$ cat src/rtl/fc_obuf_sched.sv
// fc_obuf_sched -- output-side scheduler for one fully-connected layer.
//
// Walks the layer's output neurons in order. For each neuron it addresses the
// CIM tile output buffers, accumulates the signed partial sums of all vertical
// tiles (one tile per cycle), rescales the sum by an arithmetic right shift,
// saturates it to DATA_SIZE bits and offers it to the next layer over a
// valid/ready handshake.
//
// Optional build macro: FC_OBUF_RELU_EN
//   defined   -> ReLU fused into saturation (negative results become 0)
//   undefined -> plain signed saturation
//
// Ports:
//   clk, rst        clock, synchronous active-high reset
//   i_start         one-cycle pulse: this layer's CIM results are available
//   i_cim_ready     CIM tiles idle, output buffers readable
//   o_busy          scheduler not idle
//   o_cim_rd_addr   neuron index inside the selected horizontal tile
//   o_cim_h_sel     horizontal tile select
//   i_data          V_CIM_TILES signed partial sums, 1-cycle read latency
//   o_valid/o_data  finished neuron value towards the next layer
//   i_next_ready    next layer accepts o_data
//   o_done          one-cycle pulse after the last neuron is accepted
module fc_obuf_sched #(
  parameter int OUTPUT_NEURONS = 10,
  parameter int XBAR_SIZE      = 512,
  parameter int DATA_SIZE      = 8,
  parameter int V_CIM_TILES    = 8,
  parameter int OBUF_DATA_SIZE = 2 * DATA_SIZE + $clog2(XBAR_SIZE),
  parameter int SHIFT          = 4,
  localparam int NPT           = XBAR_SIZE / DATA_SIZE,
  localparam int H_CIM_TILES   = (OUTPUT_NEURONS + NPT - 1) / NPT,
  localparam int ACC_WIDTH     = OBUF_DATA_SIZE + $clog2(V_CIM_TILES) + 1,
  localparam int ADDR_W        = (NPT > 1) ? $clog2(NPT) : 1,
  localparam int HSEL_W        = (H_CIM_TILES > 1) ? $clog2(H_CIM_TILES) : 1
) (
  input  logic                                  clk,
  input  logic                                  rst,
  input  logic                                  i_start,
  input  logic                                  i_cim_ready,
  output logic                                  o_busy,
  output logic [ADDR_W-1:0]                     o_cim_rd_addr,
  output logic [HSEL_W-1:0]                     o_cim_h_sel,
  input  logic [V_CIM_TILES*OBUF_DATA_SIZE-1:0] i_data,
  output logic                                  o_valid,
  input  logic                                  i_next_ready,
  output logic [DATA_SIZE-1:0]                  o_data,
  output logic                                  o_done
);

  localparam int NW = (OUTPUT_NEURONS > 1) ? $clog2(OUTPUT_NEURONS) : 1;
  localparam int VW = (V_CIM_TILES > 1) ? $clog2(V_CIM_TILES) : 1;

  localparam logic signed [ACC_WIDTH-1:0] SAT_MAX = ACC_WIDTH'((1 << (DATA_SIZE - 1)) - 1);
  // Two's complement: ~max == -max-1 == most negative DATA_SIZE value.
  localparam logic signed [ACC_WIDTH-1:0] SAT_MIN = ~SAT_MAX;

  typedef enum logic [2:0] {
    S_IDLE,
    S_ISSUE,
    S_WAIT,
    S_ACC,
    S_EMIT,
    S_DONE
  } state_t;

  state_t                        state_q, state_d;
  logic                          pending_q, pending_d;
  logic [NW-1:0]                 n_q, n_d;
  logic [VW-1:0]                 v_q, v_d;
  logic signed [ACC_WIDTH-1:0]   acc_q, acc_d;
  logic [ADDR_W-1:0]             rd_addr_q, rd_addr_d;
  logic [HSEL_W-1:0]             h_sel_q, h_sel_d;
  logic                          valid_q, valid_d;
  logic [DATA_SIZE-1:0]          data_q, data_d;
  logic                          done_q, done_d;

  logic signed [ACC_WIDTH-1:0]   tile_ext [V_CIM_TILES];
  logic signed [ACC_WIDTH-1:0]   acc_sum;
  logic signed [ACC_WIDTH-1:0]   acc_shr;
  logic [DATA_SIZE-1:0]          sat_val;
  logic                          start_seen;

  // Sign-extend every tile's partial sum to the accumulator width.
  generate
    for (genvar gi = 0; gi < V_CIM_TILES; gi++) begin : g_tile
      assign tile_ext[gi] =
        ACC_WIDTH'(signed'(i_data[gi*OBUF_DATA_SIZE +: OBUF_DATA_SIZE]));
    end
  endgenerate

  // Rescale and saturate the value the accumulator holds after this cycle.
  always_comb begin
    acc_sum = acc_q + tile_ext[v_q];
    acc_shr = acc_sum >>> SHIFT;
    sat_val = acc_shr[DATA_SIZE-1:0];
`ifdef FC_OBUF_RELU_EN
    if (acc_shr[ACC_WIDTH-1]) begin
      sat_val = '0;
    end else if (acc_shr > SAT_MAX) begin
      sat_val = SAT_MAX[DATA_SIZE-1:0];
    end
`else
    if (acc_shr > SAT_MAX) begin
      sat_val = SAT_MAX[DATA_SIZE-1:0];
    end else if (acc_shr < SAT_MIN) begin
      sat_val = SAT_MIN[DATA_SIZE-1:0];
    end
`endif
  end

  always_comb begin
    state_d    = state_q;
    pending_d  = pending_q;
    n_d        = n_q;
    v_d        = v_q;
    acc_d      = acc_q;
    rd_addr_d  = rd_addr_q;
    h_sel_d    = h_sel_q;
    valid_d    = valid_q;
    data_d     = data_q;
    done_d     = 1'b0;
    start_seen = pending_q | i_start;

    case (state_q)
      S_IDLE: begin
        // A start pulse arriving together with i_cim_ready launches at once.
        if (start_seen && i_cim_ready) begin
          pending_d = 1'b0;
          n_d       = '0;
          rd_addr_d = '0;
          h_sel_d   = '0;
          state_d   = S_ISSUE;
        end else begin
          pending_d = start_seen;
        end
      end
      S_ISSUE: begin
        if (i_cim_ready) begin
          state_d = S_WAIT;
        end
      end
      S_WAIT: begin
        acc_d   = '0;
        v_d     = '0;
        state_d = S_ACC;
      end
      S_ACC: begin
        acc_d = acc_sum;
        v_d   = v_q + VW'(1);
        if (v_q == VW'(V_CIM_TILES - 1)) begin
          valid_d = 1'b1;
          data_d  = sat_val;
          state_d = S_EMIT;
        end
      end
      S_EMIT: begin
        if (i_next_ready) begin
          valid_d = 1'b0;
          if (n_q == NW'(OUTPUT_NEURONS - 1)) begin
            done_d  = 1'b1;
            state_d = S_DONE;
          end else begin
            n_d = n_q + NW'(1);
            // Address counters step alongside n: wrap inside a tile, then
            // move to the next horizontal tile.
            if (rd_addr_q == ADDR_W'(NPT - 1)) begin
              rd_addr_d = '0;
              h_sel_d   = h_sel_q + HSEL_W'(1);
            end else begin
              rd_addr_d = rd_addr_q + ADDR_W'(1);
            end
            state_d = S_ISSUE;
          end
        end
      end
      S_DONE: begin
        state_d = S_IDLE;
      end
      default: begin
        state_d = S_IDLE;
      end
    endcase
  end

  always_ff @(posedge clk) begin
    if (rst) begin
      state_q   <= S_IDLE;
      pending_q <= 1'b0;
      n_q       <= '0;
      v_q       <= '0;
      acc_q     <= '0;
      rd_addr_q <= '0;
      h_sel_q   <= '0;
      valid_q   <= 1'b0;
      data_q    <= '0;
      done_q    <= 1'b0;
    end else begin
      state_q   <= state_d;
      pending_q <= pending_d;
      n_q       <= n_d;
      v_q       <= v_d;
      acc_q     <= acc_d;
      rd_addr_q <= rd_addr_d;
      h_sel_q   <= h_sel_d;
      valid_q   <= valid_d;
      data_q    <= data_d;
      done_q    <= done_d;
    end
  end

  assign o_busy        = (state_q != S_IDLE);
  assign o_cim_rd_addr = rd_addr_q;
  assign o_cim_h_sel   = h_sel_q;
  assign o_valid       = valid_q;
  assign o_data        = data_q;
  assign o_done        = done_q;

endmodule

$ cat config.mk
export PLATFORM = sky130hd
export DESIGN_NAME = fc_obuf_sched
export DESIGN_NICKNAME = d
export VERILOG_FILES = /design/src/rtl/fc_obuf_sched.sv
export SDC_FILE = /design/constraint.sdc
export NUM_CORES = 1
export LEC_CHECK = 0
export ABC_CLOCK_PERIOD_IN_PS = 15900
export CAP_MARGIN = 5
export CORE_MARGIN = 3
export CORE_UTILIZATION = 49
export DETAILED_ROUTE_END_ITERATION = 10
export GPL_TIMING_DRIVEN = 0
export PLACE_DENSITY = 0.85
export RECOVER_POWER = 25
export SLEW_MARGIN = 20
export SYNTH_ARGS = -nofsm -noshare
export SYNTH_HDL_FRONTEND = slang
export SYNTH_SLANG_ARGS = --single-unit
$ cat constraint.sdc
create_clock -name clk -period 15.9 [get_ports clk]
set_input_delay 3.975 -clock clk [delete_from_list [all_inputs] [get_ports clk]]
set_output_delay 3.975 -clock clk [all_outputs]
set_load 0.02 [all_outputs]
# [After elaboration in Yosys (flattened, before gate mapping)]
# Index checks and enable logic that the tools add are counted.
[totals] word_cells=79 inputBits=205 output_inout_bits=18 reg_bits=57
[classes] n_lt_le_gt_ge=3 muxes=32 n_eq_ne=13 n_bitwise=4 reduce_logical=12 add_sub_neg=5
[ops] op="29-bit binary-select mux with 3-bit select" n=1
[ops] op="29-bit two-way mux" n=2
[ops] op="29-bit one-hot mux with 2 select lines" n=1
[ops] op="29-bit adder" n=1
[ops] op="25-bit by 8-bit > comparator with 1-bit output (second input constant)" n=1
[ops] op="25-bit by 8-bit less-than comparator with 1-bit output (second input constant)" n=1
[ops] op="6-bit two-way mux" n=4
[ops] op="8-bit two-way mux" n=2
[ops] op="3-bit two-way mux" n=5
[ops] op="3-bit one-hot mux with 5 select lines" n=1
[ops] op="4-bit two-way mux" n=3
[ops] op="2-bit != test (second input constant)" n=6
[ops] op="6-bit one-hot mux with 2 select lines" n=1
[ops] op="1-bit two-way mux" n=8
[ops] op="4-bit one-hot mux with 2 select lines" n=1
[ops] op="4-bit AND reduction" n=2
[ops] op="6-bit by 1-bit adder with 6-bit output (second input constant)" n=1
[ops] op="3-bit by 2-bit == test with 1-bit output (second input constant)" n=2
[ops] op="3-bit == test (second input constant)" n=2
[ops] op="6-bit == test (second input constant)" n=1
[ops] op="3-bit one-hot mux with 2 select lines" n=1
[ops] op="2-bit nonzero test" n=3
[ops] op="5-bit AND reduction" n=1
[ops] op="4-bit by 1-bit adder with 4-bit output (second input constant)" n=1
[ops] op="other kinds (15)" n=17

# [Depth between registers and ports, before layout]
# Gate-level depths: netlist of run 1.
[logic_depth] word_depth=8 depth_mapped=17 depth_no_buf=14

# [Worst setup path before layout of run 1]
# OpenSTA, ideal clock, no wires.
[synth_timing] path_type="input port to flip-flop" start="input port i_data[175]" end="register data_q[0] (netlist: o_data[0])" setup_slack_ps=8169 required_ps=15757 path_stages=14 t_arrival_ps=7587 setup_time_ps=143 cell_sequence="mux4_2 > mux2_2 > ha_1 > fa_1 > a21o_1 > a221o_1 > a21o_1 > or3_1 > a21oi_1 > nand4_1 > a2111oi_2 > nand4_1 > o32ai_4 > o32ai_1"
[synth_between] elab_chain_len=7 elab_cells_between_ends=8 cone_classes="add/sub: 1; order compare: 2; mux: 5"
[synth_rtl] item="start, declared" line_no="44" source="input logic [V_CIM_TILES*OBUF_DATA_SIZE-1:0] i_data,"
[synth_rtl] item="29-bit binary-select mux with 3-bit select *" line_no="94" source="acc_sum = acc_q + tile_ext[v_q];"
[synth_rtl] item="29-bit two-way mux (implied by the code) * (2 in a row)" line_no="94"
[synth_rtl] item="29-bit adder *" line_no="94"
[synth_rtl] item="25-bit by 8-bit less-than comparator with 1-bit output" line_no="106" source="end else if (acc_shr < SAT_MIN) begin"
[synth_rtl] item="8-bit two-way mux" line_no="106"
[synth_rtl] item="8-bit two-way mux *" line_no="104" source="if (acc_shr > SAT_MAX) begin"
[synth_rtl] item="end signal, assigned" line_no="207" source="data_q <= data_d;"
[synth_rtl] item="end, declared" line_no="75" source="logic [DATA_SIZE-1:0] data_q, data_d;"
# Mark *: on every way between the ends. The rest lies on a longest branch, timed or not. The select of a mux whose other input is x is not followed.
# A chain may end at the register's enable or synchronous reset.

# [Final worst setup path of run 1]
[layout_timing] start="input port i_data[0]" end="register data_q[6] (netlist: o_data[6])"
# The elaborated chain is that of the path after synthesis.

==> results of run 1 <==
==> sequential cells by signal, summed over array words and instances (netlist names) <==
| signal | flops |
|---|---|
| n_q | 4 |
| o_data | 8 |
| o_done | 1 |
| o_cim_rd_addr | 6 |
| v_q | 3 |
| pending_q | 1 |
| state_q | 3 |
| o_cim_h_sel | 1 |
| acc_q | 29 |
| o_valid | 1 |
==> cells in the mapped netlist, types with 3 or more instances <==
master,count
nand3b_1,3
o21a_1,5
a21boi_0,3
nand3_1,18
and4_1,4
mux4_2,50
a311oi_1,3
or3_1,12
clkbuf_1,36
o32ai_1,8
o21ai_0,18
a211oi_1,4
mux2_2,26
inv_1,6
a2111oi_0,4
nand2b_1,9
and3_1,8
dfxtp_1,57
and2_1,7
nand4_1,14
nor2_1,74
or2_2,4
a22oi_1,17
buf_1,7
ha_1,33
o211ai_1,4
xor2_1,7
a21o_1,15
nor2b_1,9
nand2_1,58
a21oi_1,55
xnor2_1,12
o21ai_1,6
nor3_1,9
a31oi_1,7
==> how the worst min path moves through the flow <==
stage	from	end	slack, ns	cells past startpoint
2_1_floorplan	acc_q[0]	acc_q[0]	0.44	2
3_3_place_gp	acc_q[0]	acc_q[0]	0.44	2
3_5_place_dp	o_data[7]	o_data[7]	0.45	2
4_1_cts	o_data[7]	o_data[7]	0.46	2
5_1_grt	o_data[7]	o_data[7]	0.47	2
6_report	o_data[7]	o_data[7]	0.46	2
==> cell type report <==
class,instances,area [sq um]
inverters,6,22.5
clock buffers,9,225
plain buffers,44,166
clock inverters,7,76.3
fillers,777,2700
well taps,140,175
multi-input cells,539,4350
flip-flops and latches,57,1140
repair buffers,222,2220
==> logic make-up (layout without fill, tap and decap cells) <==
family,count (synthesis),in the layout,share of synthesized area [%]
adders and majority gates,34,34,7.62
AOI/OAI and AO/OA,168,168,20.1
buffers and inverters,50,288,3.32
xor gates and xnor gates,20,20,3.21
DFF,57,57,20.1
and+or+nand+nor,239,239,20.4
muxes,78,78,25.3
==> worst reg2reg max path: stages, from the launching register on <==
cell and delay [ns]:
dfxtp_1 0.38, clkbuf_1 0.31, buf_1 0.76, mux4_2 0.60
mux2_2 0.30, ha_1 0.21, fa_1 0.40, a21o_1 0.19
a221o_1 0.43, a21o_1 0.28, nor4_2 0.32, or2_2 0.22
o21ai_2 0.11, a311oi_4 0.38, xor2_2 0.16, a31oi_1 0.56
o32ai_1 0.19
==> stage by stage <==
step | std cells | worst slack [ns]
after detailed placement | 1008 | 7.14
final | 1024 | 7.42
after CTS | 1024 | 7.43
after global placement | 1008 | 7.19
after floorplan | 646 | 8.17
after global routing | 1024 | 7.13
==> metal layers <==
metal | share of wire (%) | wire (um) | track usage, %
met1 | 40 | 8280 | 40.5
met2 | 50 | 10300 | 55.3
met3 | 7.7 | 1590 | 5.78
met4 | 2.1 | 439 | 8.89
met5 | 0 | 0 | 0
==> power breakdown <==
group / total, mW / switching [mW] / internal (mW)
Combinational: 0.212 / 0.104 / 0.108
Sequential: 0.157 / 0.00680 / 0.150
Clock: 0.201 / 0.0782 / 0.123
==> qor.tcl, run 1 <==
set qor(ys.warnings.count) 0
set qor(final-hold-violation-count) 0
set qor(cts_root_buffer) {clkbuf_16}
set qor(cp-endpoint) {o_data[6]}
set qor(grtUsageTotal_pct) 31.8
set qor(maxSlewHeadroom_pct) 34.6
set qor(antenna_found_initial) 0
set qor(cellLeakagePower_nw) 3.08
set qor(critPathLaunch) {i_data[0]}
set qor(route.detailed.wl_per_inst_um) 20.1
set qor(place.detailed.hpwl_um) 16900
set qor(power_density_nw_per_um2) 68.0
set qor(ctsHtreeMaxLevel) 3
set qor(crit_top_cell) {a21o_1}
set qor(cts.sinks) 57
set qor(grt_first_pass_wirelength_um) 32800
set qor(core_util_final_pct) 75.7
set qor(post-route-drc-count) 0
set qor(hold_class) {register to register}
set qor(setup.worst_path.start_class) {input pin}
set qor(numCtsBuffers) 9
set qor(critical-path-max-stage-delay_ns) 0.56
set qor(outcome) {completed}
set qor(chipHeight_um) 114
set qor(cts-resized-gates) 0
set qor(viasPerCell) 6.14
set qor(layout_common_cells) {clkdlybuf4s50_1 (208), nor2_1 (74), nand2_1 (58), dfxtp_1 (57), a21oi_1 (55)}
set qor(setup_total_negative_slack_ns) 0
set qor(floorplan.die_area_sq_um) 12900
set qor(netlist.area_leader.share_pct) 20.1
set qor(number_of_nets_still_failing_antenna_checks_after_routing) 0
set qor(cts_hold_buf) 0
set qor(stages_on_worst_setup_path) 15
set qor(num_io_pins) 223
set qor(n_antenna_cell) 0
set qor(placed_area_sq_um) 8080
set qor(dr.pass1.iters) 6
set qor(dieWidth_um) 114
set qor(rr_endpoint) {o_data[6]}
set qor(yosys.cell_types.count) 63
set qor(ff_latch_count_synth) 57
set qor(numPortBuffers) 222
set qor(layout_commonest_cell) {clkdlybuf4s50_1}
set qor(global_route.overflow_total) 0
set qor(floorplan.initialDensity_pct) 51.3
set qor(final_area_sq_um) 8380
set qor(final_layout_size_suffix_gt1_share_pct) 11.8
set qor(fin_nets) 1118
set qor(routed-via-count) 6283
set qor(timing.critical_path.cells) {clkdlybuf4s50_1 > mux4_2 > mux2_2 > ha_1 > fa_1 > a21o_1 > a221o_1 > a21o_1 > nor4_2 > or2_2 > o21ai_2 > a311oi_4 > xor2_2 > a31oi_1 > o32ai_1}
set qor(drtIter0Drc) 621
set qor(final.setup_skew_ns) 0.00688
set qor(timing.critical_path.slowest_stage_cell) {a31oi_1}
set qor(synth.largest_area_cell) {dfxtp_1}
set qor(worst-setup-path-type) {input pin to register}
set qor(synthesis.instances) 646
set qor(total_chip_power_mw) 0.570
set qor(startpoint_of_the_worst_register_to_register_path) {v_q[0]}
set qor(report.final.slew_viol_count) 0
set qor(reg2reg_depth) 16
set qor(vdd_ir_drop_max_v) 0.0000862
set qor(cp-end-kind) {register}
set qor(final_period_minus_worst_setup_slack_ns) 8.48
set qor(path_delay_family) {compound AO/OA/AOI/OAI gates}
set qor(finalHoldWorstSlack_ns) 0.458
set qor(mapped_area_sq_um) 5680
set qor(fraction_of_the_cycle_the_final_worst_path_needs_pct) 53.4
set qor(rsz0062_at_grt) {no}
set qor(maxClockFrequency_ghz) 0.118
set qor(postSynthNetCount) 885
set qor(cp_data_arrival_time_ns) 8.67
set qor(tritoncts_clock_tree) {built}
set qor(setup.reg_to_reg.worst_slack_ns) 9.94
set qor(core_area_sq_um) 11100
set qor(crit_path_max_fanout) 7
set qor(synth_seq_area_share_pct) 20.1
set qor(post_synth_main_area_contributors) {dfxtp_1 (20%), mux4_2 (20%), ha_1 (7.3%), mux2_2 (5.2%), nor2_1 (4.9%)}
set qor(grt_start_max_net_pins) 13
set qor(crit_required_ns) 16.08
set qor(placement_rows) 38
set qor(timing_worst_slew_pin_value_ns) 0.956
set qor(clkLatencyLatePin_ns) 0.34
set qor(max_cap_violations) 0
set qor(async_flop_share_pct) 0
set qor(post_route_wl_um) 20600
set qor(cts.repair_timing.setup_buffer_count) 0
set qor(postSynth.topFlopCell) {dfxtp_1}
set qor(ctsLongestPathBuffers) 2
set qor(timing.final.setup_violations) 0
set qor(worst-path-buf-inv) 1
set qor(path_clk_slew_ns) 0.05
set qor(syn2layout_area_growth_pct) 47.5
set qor(place.gp.congestion) 0.954
set qor(first_global_vias) 6492
set qor(synth_enable_flop_cells) 0
set qor(syn_avg_cell_area_sq_um) 8.80
(Power assumes the default switching activity.)
==> inputs of run 2 (changes only) <==
--- a/config.mk
+++ b/config.mk
@@ -5,13 +5,13 @@
 export SDC_FILE = /design/constraint.sdc
 export NUM_CORES = 1
 export LEC_CHECK = 0
-export ABC_CLOCK_PERIOD_IN_PS = 15900
+export ABC_CLOCK_PERIOD_IN_PS = 8700
 export CAP_MARGIN = 5
 export CORE_MARGIN = 3
-export CORE_UTILIZATION = 49
+export CORE_UTILIZATION = 45
 export DETAILED_ROUTE_END_ITERATION = 10
 export GPL_TIMING_DRIVEN = 0
-export PLACE_DENSITY = 0.85
+export PLACE_DENSITY = 0.78
 export RECOVER_POWER = 25
 export SLEW_MARGIN = 20
 export SYNTH_ARGS = -nofsm -noshare
==> constraint.sdc (replaced) <==
create_clock -name clk -period 8.7 [get_ports clk]
set_input_delay 2.175 -clock clk [delete_from_list [all_inputs] [get_ports clk]]
set_output_delay 2.175 -clock clk [all_outputs]
set_load 0.02 [all_outputs]
==> run 2 against run 1 <==
Compared with the run above: via count fell by 0.95%; clock-buffer cell count did not move; power rose by 78%; clock skew rose by 0.0018 ns; clock power rose by 70%; final cell count rose by 2.8%; routed wire length fell by 4.2%.
==> qor.tcl, run 2 (synthesis gave the netlist of run 1 again) <==
set qor(outcome) {completed}
set qor(cp-end-kind) {register}
set qor(global_route.overflow_total) 0 ;# unchanged
set qor(maxClockFrequency_ghz) 0.149
set qor(report.final.slew_viol_count) 0 ;# unchanged
set qor(path_clk_slew_ns) 0.06 ;# about the same
set qor(setup.worst_path.start_class) {input pin}
set qor(rsz0062_at_grt) {no}
set qor(numPlacedInstances) 1036 ;# +2.8%
set qor(numCtsBuffers) 9 ;# unchanged
set qor(routed-via-count) 6223 ;# -0.95%
set qor(drtIter0Drc) 574 ;# -7.6%
set qor(number_of_nets_still_failing_antenna_checks_after_routing) 0 ;# unchanged
set qor(fraction_of_the_cycle_the_final_worst_path_needs_pct) 77.2
set qor(layout_commonest_cell) {clkdlybuf4s50_1}
set qor(crit_path_max_fanout) 7 ;# unchanged
set qor(timing.final.setup_violations) 0 ;# unchanged
set qor(place.detailed.hpwl_um) 16400 ;# -3.1%
set qor(timing.critical_path.slowest_stage_cell) {a2111oi_0}
set qor(final_layout_size_suffix_gt1_share_pct) 11.8 ;# unchanged
set qor(numPortBuffers) 222 ;# unchanged
set qor(worst-setup-path-type) {input pin to register}
set qor(cts.repair_timing.setup_buffer_count) 0 ;# unchanged
set qor(core_area_sq_um) 12200 ;# +9.8%
set qor(clkLatencyLatePin_ns) 0.34 ;# about the same
set qor(placement_rows) 40 ;# +5.3%
set qor(grtUsageTotal_pct) 27.7 ;# -4.1 points
set qor(final_area_sq_um) 8410 ;# +0.27%
set qor(cp_data_arrival_time_ns) 6.90 ;# -1.77 ns
set qor(vdd_ir_drop_max_v) 0.000103 ;# +19%
set qor(fill_cells) 978 ;# +26%
set qor(first_global_vias) 6341 ;# -2.3%
set qor(final.setup_skew_ns) 0.00868 ;# +0.00180 ns
set qor(num_io_pins) 223 ;# unchanged
set qor(ctsLongestPathBuffers) 2 ;# unchanged
set qor(maxSlewHeadroom_pct) 38.1 ;# +3.5 points
set qor(cellLeakagePower_nw) 3.07 ;# -0.16%
set qor(crit_top_cell) {a2111oi_0}
set qor(cts.sinks) 57 ;# unchanged
set qor(power_density_nw_per_um2) 121 ;# +77%
set qor(crit_required_ns) 8.88 ;# -7.20 ns
set qor(cts-resized-gates) 0 ;# unchanged
set qor(core_util_final_pct) 69.1 ;# -6.6 points
set qor(final-hold-violation-count) 0 ;# unchanged
set qor(post_route_wl_um) 19700 ;# -4.2%
set qor(post-route-drc-count) 0 ;# unchanged
set qor(timing.critical_path.cells) {clkdlybuf4s50_1 > mux4_2 > mux2i_1 > inv_1 > ha_1 > nand3_1 > or3_1 > a2111oi_0 > o21ai_0 > a2111oi_0 > nand4_1 > o32ai_4 > o32ai_1}
set qor(dieWidth_um) 118 ;# +4.1%
set qor(final_period_minus_worst_setup_slack_ns) 6.71
set qor(setup_total_negative_slack_ns) 0 ;# unchanged
set qor(cts_root_buffer) {clkbuf_16}
set qor(finish.cell_count_without_fillers) 1053 ;# +2.8%
set qor(placed_area_sq_um) 8120 ;# +0.43%
set qor(largest_reg_flops) 29 ;# unchanged
set qor(antenna_found_initial) 1 ;# +1
set qor(chipHeight_um) 118 ;# +4.1%
set qor(total_chip_power_mw) 1.01 ;# +78%
set qor(timing_worst_slew_pin_value_ns) 0.929 ;# -0.0272 ns
set qor(place.gp.congestion) 0.943 ;# -1.2%
set qor(grt_first_pass_wirelength_um) 31500 ;# -4.1%
set qor(ctsHtreeMaxLevel) 3 ;# unchanged
set qor(grt_start_max_net_pins) 14 ;# +1
set qor(syn2layout_area_growth_pct) 47.9
set qor(max_flop_register) {acc_q}
set qor(critical-path-max-stage-delay_ns) 0.65 ;# +0.09 ns
set qor(floorplan.die_area_sq_um) 14000 ;# +8.4%
set qor(fin_nets) 1118 ;# unchanged
set qor(cts_hold_buf) 0 ;# unchanged
set qor(tritoncts_clock_tree) {built}
set qor(floorplan.initialDensity_pct) 46.7 ;# -4.6 points
set qor(max_cap_violations) 0 ;# unchanged
set qor(hold_class) {register to register}
set qor(viasPerCell) 5.91 ;# -3.7%
set qor(dr.pass1.iters) 7 ;# +1
set qor(layout_common_cells) {clkdlybuf4s50_1 (208), nor2_1 (74), nand2_1 (58), dfxtp_1 (57), a21oi_1 (55)}
set qor(setup.reg_to_reg.worst_slack_ns) 2.75 ;# -7.19 ns
set qor(route.detailed.wl_per_inst_um) 18.7 ;# -6.9%
[run 2: metrics by stage]
step,setup slack [ns],hold WS (ns)
after floorplan,2.77,0.436
after global placement,1.83,0.446
after detailed placement,1.75,0.451
after CTS,2.10,0.463
after global routing,1.73,0.481
final,1.99,0.460
[run 2: critical path, delay by kind of cell]
| kind | cells | cell delay [ns] |
|---|---|---|
| simple gates | 3 | 0.73 |
| compound gates | 5 | 2.00 |
| buf+inv | 2 | 0.61 |
| mux | 2 | 0.92 |
| fa+ha+maj | 1 | 0.44 |
[run 2: cell type report]
cell class              instances  area [sq um]  share of cell area [%]
clock buffers                   9           225                    2.68
well taps                     168           210                    2.50
multi-input cells             539          4350                    51.8
flip-flops and latches         57          1140                    13.6
repair buffers                222          2220                    26.4
inverters                       6          22.5                   0.268
diodes                          1          2.50                  0.0298
clock inverters                 7          61.3                   0.729
plain buffers                  44           166                    1.98
[run 2: layer usage]
| metal | GRT usage [%] | wire length [um] | vias to the layer above | share of wire, % |
|---|---|---|---|---|
| li1 | - | - | 2946 | - |
| met1 | 34.8 | 7930 | 2936 | 40 |
| met2 | 46.9 | 9580 | 298 | 49 |
| met3 | 5.26 | 1500 | 43 | 7.6 |
| met4 | 11.4 | 678 | 0 | 3.4 |
| met5 | 0 | 0 | - | 0 |
[run 2: path summary, 6_finish.rpt]
check | start | endpoint | cells after the start
worst max register to register | v_q[0] | o_data[5] | 16
worst min register to register | acc_q[21] | acc_q[21] | 2
worst max-delay path | i_data[199] | o_data[5] | 13
worst min-delay path | acc_q[21] | acc_q[21] | 2
[run 2: report_power, final]
group	internal, mW	total (mW)	switching (mW)
Clock	0.197	0.342	0.145
Combinational	0.197	0.386	0.189
Sequential	0.275	0.286	0.0117
Total	0.669	1.01	0.345
